===== src/rtl/sim_run_controller.sv =====
// rtl/sim_run_controller.sv - CPU bring-up run controller: reset hold, cycle budget, halt detect
module sim_run_controller #(
    parameter int PC_WIDTH    = 32,
    parameter int CNT_WIDTH   = 32,
    parameter int RST_CYCLES  = 2,
    parameter int MAX_CYCLES  = 100,
    parameter int HALT_WINDOW = 4
) (
    input  logic                 clk,
    input  logic                 rst,
    input  logic                 run_en,
    input  logic [PC_WIDTH-1:0]  pc,
    input  logic                 wb_en,
    output logic                 cpu_rst,
    output logic                 done,
    output logic [1:0]           status,
    output logic [CNT_WIDTH-1:0] cycle_count,
    output logic [CNT_WIDTH-1:0] instr_count
);

    // Encodings double as the status code so status is a straight copy of the state register.
    typedef enum logic [1:0] {
        S_RUN        = 2'b00,
        S_HALTED     = 2'b01,
        S_TIMEOUT    = 2'b10,
        S_RESET_HOLD = 2'b11
    } state_t;

    localparam int HOLD_W   = (RST_CYCLES  > 1) ? $clog2(RST_CYCLES + 1) : 1;
    localparam int STABLE_W = (HALT_WINDOW > 2) ? $clog2(HALT_WINDOW)    : 1;

    localparam logic [HOLD_W-1:0]    HOLD_LAST   = HOLD_W'(RST_CYCLES - 1);
    localparam logic [STABLE_W-1:0]  STABLE_LAST = STABLE_W'(HALT_WINDOW - 2);
    localparam logic [CNT_WIDTH-1:0] CYCLE_LAST  = CNT_WIDTH'(MAX_CYCLES - 1);

    state_t                state;
    logic [HOLD_W-1:0]     hold_cnt;
    logic [STABLE_W-1:0]   stable_cnt;
    logic [PC_WIDTH-1:0]   last_pc;
    logic                  pc_valid;

    logic pc_same;
    logic halt_hit;
    logic timeout_hit;
    logic cycle_sat;
    logic instr_sat;

    // A halt needs a previous sample to compare against, so the first run sample never matches.
    assign pc_same     = pc_valid && (pc == last_pc);
    assign halt_hit    = pc_same && (stable_cnt == STABLE_LAST);
    assign timeout_hit = (cycle_count == CYCLE_LAST);
    assign cycle_sat   = &cycle_count;
    assign instr_sat   = &instr_count;
    assign status      = state;

    // Sequencer: reset hold, counted run, then a terminal state left only through rst.
    always_ff @(posedge clk) begin
        if (rst) begin
            state       <= S_RESET_HOLD;
            cpu_rst     <= 1'b1;
            done        <= 1'b0;
            cycle_count <= '0;
            instr_count <= '0;
            hold_cnt    <= '0;
            stable_cnt  <= '0;
            last_pc     <= '0;
            pc_valid    <= 1'b0;
        end else begin
            case (state)
                S_RESET_HOLD: begin
                    hold_cnt <= hold_cnt + HOLD_W'(1);
                    if (hold_cnt == HOLD_LAST) begin
                        state   <= S_RUN;
                        cpu_rst <= 1'b0;
                    end
                end
                S_RUN: begin
                    if (run_en) begin
                        if (!cycle_sat) begin
                            cycle_count <= cycle_count + CNT_WIDTH'(1);
                        end
                        if (wb_en && !instr_sat) begin
                            instr_count <= instr_count + CNT_WIDTH'(1);
                        end
                        last_pc    <= pc;
                        pc_valid   <= 1'b1;
                        stable_cnt <= pc_same ? stable_cnt + STABLE_W'(1) : '0;
                        // Halt is checked first so a halt landing on the budget's last cycle wins.
                        if (halt_hit) begin
                            state <= S_HALTED;
                            done  <= 1'b1;
                        end else if (timeout_hit) begin
                            state <= S_TIMEOUT;
                            done  <= 1'b1;
                        end
                    end
                end
                default: begin
                end
            endcase
        end
    end

endmodule


===== config.mk =====
export PLATFORM = sky130hd
export DESIGN_NAME = sim_run_controller
export DESIGN_NICKNAME = d
export VERILOG_FILES = /design/src/rtl/sim_run_controller.sv
export SDC_FILE = /design/constraint.sdc
export NUM_CORES = 1
export LEC_CHECK = 0
export ABC_AREA = 0
export CAP_MARGIN = 20
export CORE_MARGIN = 3
export CORE_UTILIZATION = 40
export DETAILED_ROUTE_END_ITERATION = 8
export MAX_ROUTING_LAYER = met4
export SLEW_MARGIN = 20
export SYNTH_ARGS = -nofsm -noshare
export SYNTH_HDL_FRONTEND = slang
export SYNTH_SLANG_ARGS = --single-unit

===== constraint.sdc =====
create_clock -name clk -period 3.1 [get_ports clk]
set_input_delay 0.62 -clock clk [delete_from_list [all_inputs] [get_ports clk]]
set_output_delay 0.62 -clock clk [all_outputs]
set_load 0.005 [all_outputs]

==> flow_summary_export.csv, run 1 <==
group,metric,value,unit
global_route,grt-busiest-layer,"met2",
placement,hpwl,9.45,mm
critical_path,end_kind,"flip-flop",
clock_network,ctsRootBufferMaster,"clkbuf_16",
logic_synthesis,synth_seq_cells,105,
critical_path,cp_max_fo,15,
worst_hold_path,worstHoldStart,"stable_cnt[0]",
floorplan,fp.dieW,121,um
logic_synthesis,syn_inst,650,
drt,wl_per_cell,14.6,um
floorplan,dieArea,14600,um^2
critical_path,critical_path.cell_chain,"clkdlybuf4s50_1 > or3b_4 > or4_4 > or4_1 > a21oi_1",
pwr,p_leak,2.06,nW
critical_path,reg2reg_from,"cycle_count[6]",
critical_path,crit_buf_inv,1,
worst_hold_path,hold_class,"flip-flop to flip-flop",
drt,first_pass_iters,4,
pwr,p_per_area,418,nW/um^2
drt,avgViaCountPerCell,5.42,
placement,dp_slack,0.112,ns
critical_path,worst_ep_arrival_time,2.93,ns
cells_and_area,seq_area,2100,um^2
logic_synthesis,synth_area,5260,um^2
pwr,vdd_drop_max,0.330,mV
logic_synthesis,syn_area_per_cell,8.10,um^2
global_route,grt_pass1_wl,22.4,mm
clock_network,ctsResizeCount,0,
timing,skew,0.00627,ns
worst_hold_path,hold_depth,2,
floorplan,rows,41,
logic_synthesis,synthTopCellsByArea,"dfxtp_1, nand2_1, a21oi_1, xnor2_1, or4_1",
critical_path,rrSetupSlack,0.79,ns
clock_network,clock-sinks,105,
logic_synthesis,ys_types,56,
timing,fmax,377,MHz
drt,drt_iter0_drc,343,
global_route,grt_overflow,0,
placement,portBuffers,103,
outcome,status,"completed",
cells_and_area,nets,785,
cells_and_area,drive_gt1_share,6.42,%
clock_network,cts.clk_slew.worst_paths,0.07,ns
timing,setup_tns,0,ns
floorplan,start_util,41.4,%
logic_synthesis,synth-edff-count,0,
clock_network,ctsHoldBuffers,0,
global_route,use_met1,24.9,%
logic_synthesis,yosys.area.top_type_share,39.9,%
logic_synthesis,synth_area_leader_cell,"dfxtp_1",
floorplan,die_h,121,um
cells_and_area,num-fill-cells,1247,
global_route,use_met2,30.2,%
timing,final_hold_viol_count,0,
critical_path,max_stage_delay,0.64,ns
cells_and_area,syn_to_final_growth,28.3,%
drt,vias,4988,
logic_synthesis,ys.flop_type,"dfxtp_1",
critical_path,cp_slowest_cell,"or4_4",
critical_path,start_kind,"primary input",
timing,setup_slack,0.445,ns
logic_synthesis,seq_area_frac_synth,39.9,%
clock_network,worstSkewPairLatency,0.35,ns
timing,fin_crit,2.66,ns
drt,drc,0,
logic_synthesis,yosysMostFrequentCell,"dfxtp_1",
timing,worst_pin_slew,0.722,ns
timing,period_share,85.7,%
cells_and_area,multi_input_area,2950,um^2
critical_path,ff2ff_path_depth,6,
critical_path,cpLargestDelayFamily,"simple AND/OR/NAND/NOR gates",
clock_network,cts.path.max_buffers,2,
logic_synthesis,async_flop_share,0,%
pwr,power,0.00282,W
clock_network,numCtsBuffers,9,
worst_hold_path,hold_path_end,"stable_cnt[0]",
timing,report.final.setup_viol,0,
global_route,grtUsageTotal,19.3,%
drt,wl,13.4,mm
cells_and_area,antenna_cells,0,
logic_synthesis,synthesis.nets,690,
critical_path,path_class,"primary input to flip-flop",
drt,ant_nets,0,
clock_network,htreeDepth,3,
clock_network,cts_setup_buffers,0,
timing,relSlewSlack,51.9,%
logic_synthesis,yosysWarnings,0,
critical_path,required,3.37,ns
timing,slew_viol_final,0,
floorplan,fp.coreArea,12700,um^2
timing,rsz0062_at_grt,"no",
global_route,grt_pass1_vias,4700,
global_route,antenna_found_initial,0,
placement,routabilityCongestion,0.805,
global_route,grt_max_degree,70,
run,cap_violations,0,
floorplan,io_pins,104,
global_route,use_met3,5.47,%
clock_network,cts_tree,"yes",
critical_path,r2r-end,"cycle_count[5]",
logic_synthesis,synth_common_cells,"dfxtp_1, nand2_1, a21oi_1, nor2_1, xnor2_1",
==> flip-flops by register name, summed over array words and instances (netlist names) <==
name / cells
cpu_rst: 1
pc_valid: 1
cycle_count: 32
done: 1
stable_cnt: 2
last_pc: 32
instr_count: 32
hold_cnt: 2
status: 2
==> through the flow <==
step | util, % | std cells | instance area [um^2] | hold slack [ns]
6_report | 53.1 | 920 | 6750 | 0.458
5_1_grt | 53.1 | 920 | 6750 | 0.484
4_1_cts | 53.1 | 920 | 6750 | 0.461
3_5_place_dp | 50.8 | 906 | 6470 | 0.452
3_3_place_gp | 50.8 | 906 | 6470 | 0.442
2_1_floorplan | - | 650 | 5260 | 0.432
==> report_power, final <==
part | total (W) | switching, W | internal (W)
Sequential | 0.00143 | 0.0000450 | 0.00139
Combinational | 0.000267 | 0.000124 | 0.000142
Clock | 0.00112 | 0.000485 | 0.000638
==> area by class of cell <==
| type | instances | area share [%] |
|---|---|---|
| Inverter | 17 | 0.945 |
| Multi-Input combinational cell | 494 | 43.6 |
| Timing Repair Buffer | 118 | 16.9 |
| Clock inverter | 3 | 0.630 |
| Tap cell | 172 | 3.19 |
| Sequential cell | 105 | 31.1 |
| Clock buffer | 11 | 3.59 |
==> cells by family after synthesis <==
family / after synthesis / synth area share, %
AOI/OAI and AO/OA: 135 / 15.4
xor gates and xnor gates: 41 / 6.82
adders and majority gates: 4 / 0.951
buffers and inverters: 51 / 4.18
DFF: 105 / 39.9
muxes: 8 / 1.69
and+or+nand+nor: 306 / 31.1
==> cells in the final DEF (no fill, tap or decap), types with 2 or more instances in the layout <==
cell and count:
a2111oi_0 2, a211oi_1 7, a21o_1 2, a21oi_1 71
a22oi_1 2, a311oi_1 2, and3_1 5, and4_1 7
buf_4 16, clkbuf_16 9, clkdlybuf4s50_1 102, dfxtp_1 105
ha_1 4, inv_1 17, mux2_2 7, nand2_1 99
nand2b_1 9, nand3_1 26, nand4_1 25, nand4b_1 2
nor2_1 41, nor2b_1 11, nor3_1 6, nor3_2 3
nor3b_1 2, nor4_1 18, nor4b_1 2, o2111ai_1 3
o211ai_1 2, o21ai_0 17, o31ai_1 19, or3_1 13
or4_1 26, xnor2_1 32, xor2_1 9
==> worst max path at each step <==
stage                       from               to  slack (ns)  depth (start not counted)
final                     run_en  cycle_count[17]        0.44                          5
after global routing      run_en  cycle_count[17]        0.36                          5
after CTS                 run_en  cycle_count[17]        0.47                          5
after detailed placement  run_en  cycle_count[17]        0.11                          5
after global placement    run_en  cycle_count[19]        0.13                          5
after floorplan           run_en  cycle_count[13]        0.77                          5
==> worst min-delay path, delay by kind of cell, from the launching register on <==
family / cells / cell delay (ns)
DFF: 1 / 0.31
and+or+nand+nor: 1 / 0.05
AOI/OAI and AO/OA: 1 / 0.05
==> routing by layer <==
metal,share of wire (%),up-vias
li1,-,2547
met3,5.3,10
met4,0.86,0
met1,47,2327
met5,0,-
met2,46,104
Power figures use the tool's default switching activity.
==> run 2: changes to the inputs <==
Clock period 3.1 ns to 3.13 ns, I/O delays scaled along.
==> run 2 against run 1 <==
Net effect:
- non-clock buffer count stayed put
- setup slack improved by 0.023 ns
- critical path type unchanged
- highest routed layer unchanged
- clock skew is 0.00097 ns higher
- sequential power about the same
==> flow_summary_export.csv, run 2 (synthesis results as in run 1) <==
group,metric,value,unit
clock_network,cts.clk_slew.worst_paths,0.07,ns
floorplan,fp.coreArea,12700,um^2
cells_and_area,largestRegisters,"cycle_count x32, instr_count x32, last_pc x32",
global_route,grt_max_degree,70,
floorplan,rows,41,
critical_path,start_kind,"primary input",
critical_path,max_stage_delay,0.63,ns
critical_path,reg2reg_from,"instr_count[0]",
clock_network,numCtsBuffers,9,
timing,setup_tns,0,ns
drt,vias,4988,
drt,drc,0,
floorplan,io_pins,104,
timing,rsz0062_at_grt,"no",
floorplan,fp.dieW,121,um
outcome,status,"completed",
clock_network,cts.path.max_buffers,2,
timing,report.final.setup_viol,0,
timing,final_hold_viol_count,0,
global_route,grtUsageTotal,19.1,%
pwr,vdd_drop_max,0.194,mV
timing,relSlewSlack,52.1,%
placement,dp_slack,0.123,ns
worst_hold_path,hold_path_end,"stable_cnt[0]",
worst_hold_path,hold_class,"flip-flop to flip-flop",
critical_path,cp_max_fo,15,
global_route,grt_pass1_wl,22.5,mm
critical_path,end_kind,"flip-flop",
clock_network,cts_tree,"yes",
critical_path,path_class,"primary input to flip-flop",
drt,ant_nets,0,
critical_path,worst_ep_arrival_time,2.93,ns
clock_network,cts_setup_buffers,0,
drt,avgViaCountPerCell,5.42,
worst_hold_path,hold_depth,2,
timing,fin_crit,2.66,ns
clock_network,htreeDepth,3,
placement,routabilityCongestion,0.805,
critical_path,rrSetupSlack,0.82,ns
cells_and_area,fin_cells,921,
floorplan,dieArea,14600,um^2
clock_network,ctsRootBufferMaster,"clkbuf_16",
drt,first_pass_iters,5,
critical_path,required,3.40,ns
clock_network,ctsHoldBuffers,0,
pwr,p_per_area,404,nW/um^2
cells_and_area,antenna_cells,0,
pwr,p_leak,2.05,nW
timing,slew_viol_final,0,
timing,fmax,376,MHz
worst_hold_path,worstHoldStart,"stable_cnt[0]",
drt,drt_iter0_drc,355,
cells_and_area,final_cell_mix,"dfxtp_1, clkdlybuf4s50_1, nand2_1",
critical_path,critical_path.cell_chain,"clkdlybuf4s50_1 > or3b_4 > or4_4 > or4_1 > a21oi_1",
critical_path,cpLargestDelayFamily,"simple AND/OR/NAND/NOR gates",
drt,wl,13.4,mm
critical_path,worstSetupPathDepth,5,
timing,worst_pin_slew,0.718,ns
clock_network,clock-sinks,105,
clock_network,worstSkewPairLatency,0.35,ns
drt,wl_per_cell,14.5,um
run,cap_violations,0,
timing,period_share,85.0,%
global_route,antenna_found_initial,0,
global_route,grt_overflow,0,
placement,dp.cells,906,
placement,portBuffers,103,
cells_and_area,drive_gt1_share,6.54,%
timing,setup_slack,0.468,ns
cells_and_area,syn_to_final_growth,27.9,%
critical_path,crit_buf_inv,1,
global_route,grt_pass1_vias,4632,
clock_network,ctsResizeCount,0,
critical_path,cp_slowest_cell,"or4_4",
timing,hold_slack,0.456,ns
placement,hpwl,9.38,mm
timing,skew,0.00724,ns
floorplan,start_util,41.4,%
floorplan,die_h,121,um
cells_and_area,nets,785,
cells_and_area,layout_commonest_cell,"dfxtp_1",
critical_path,r2r-end,"instr_count[20]",
critical_path,ff2ff_path_depth,6,
==> run 2: cell count changes in the layout (fill, tap and decap cells not counted), sizes merged <==
| cell | before | now |
|---|---|---|
| bufinv | 1 | 0 |
| clkbuf | 11 | 10 |
| clkinv | 1 | 3 |
| clkinvlp | 1 | 2 |
==> run 2: how the worst max path moves through the flow <==
stage / from / to / slack [ns]
finish: run_en / cycle_count[17] / 0.47
detailed placement: run_en / cycle_count[17] / 0.12
global placement: run_en / cycle_count[19] / 0.16
floorplan: run_en / cycle_count[13] / 0.79
global route: run_en / cycle_count[17] / 0.36
CTS: run_en / cycle_count[17] / 0.48
==> run 2: stage by stage <==
step                      power (W)  utilization (%)  instance area [um^2]
after global routing        0.00284             52.9                  6730
final                       0.00272             52.9                  6730
after global placement      0.00171             50.8                  6470
after CTS                   0.00276             52.9                  6730
after floorplan             0.00160                -                  5260
after detailed placement    0.00172             50.8                  6470
==> run 2: report_power, final <==
| group | internal, W | switching [W] | total [W] | leakage (nW) |
|---|---|---|---|---|
| logic | 0.000141 | 0.000123 | 0.000264 | 1.08 |
| clock network | 0.000534 | 0.000501 | 0.00104 | 0.124 |
| registers | 0.00138 | 0.0000458 | 0.00142 | 0.847 |
==> run 2: final cells by class <==
class,instances,area [um^2]
flip-flops and latches,105,2100
fillers,1245,5990
repair buffers,118,1140
clock inverters,5,33.8
inverters,17,63.8
clock buffers,10,229
well taps,172,215
multi-input cells,494,2950
==> run 2: per-layer routing <==
layer  track usage [%]  vias to the layer above  part of all wire [%]
met5                 -                        -                     0
met3              3.46                       15                   4.7
met2              29.7                       92                    46
met1              25.2                     2326                    48
met4              6.94                        0                   1.6
li1                  -                     2555                     -
==> run 2: worst register-to-register path, cell delays in order (launching register included) <==
cell       delay [ns]
dfxtp_1          0.38
ha_1             0.29
nand4_1          0.20
or4_1            0.65
a2111oi_0        0.44
xnor2_1          0.18
nor2_1           0.05
==> run 3: changes to the inputs <==
Settings changed: SLEW_MARGIN 20 to unset.
==> results of run 3 <==
No change in the layout: final DEF, timing and power equal those of run 2.
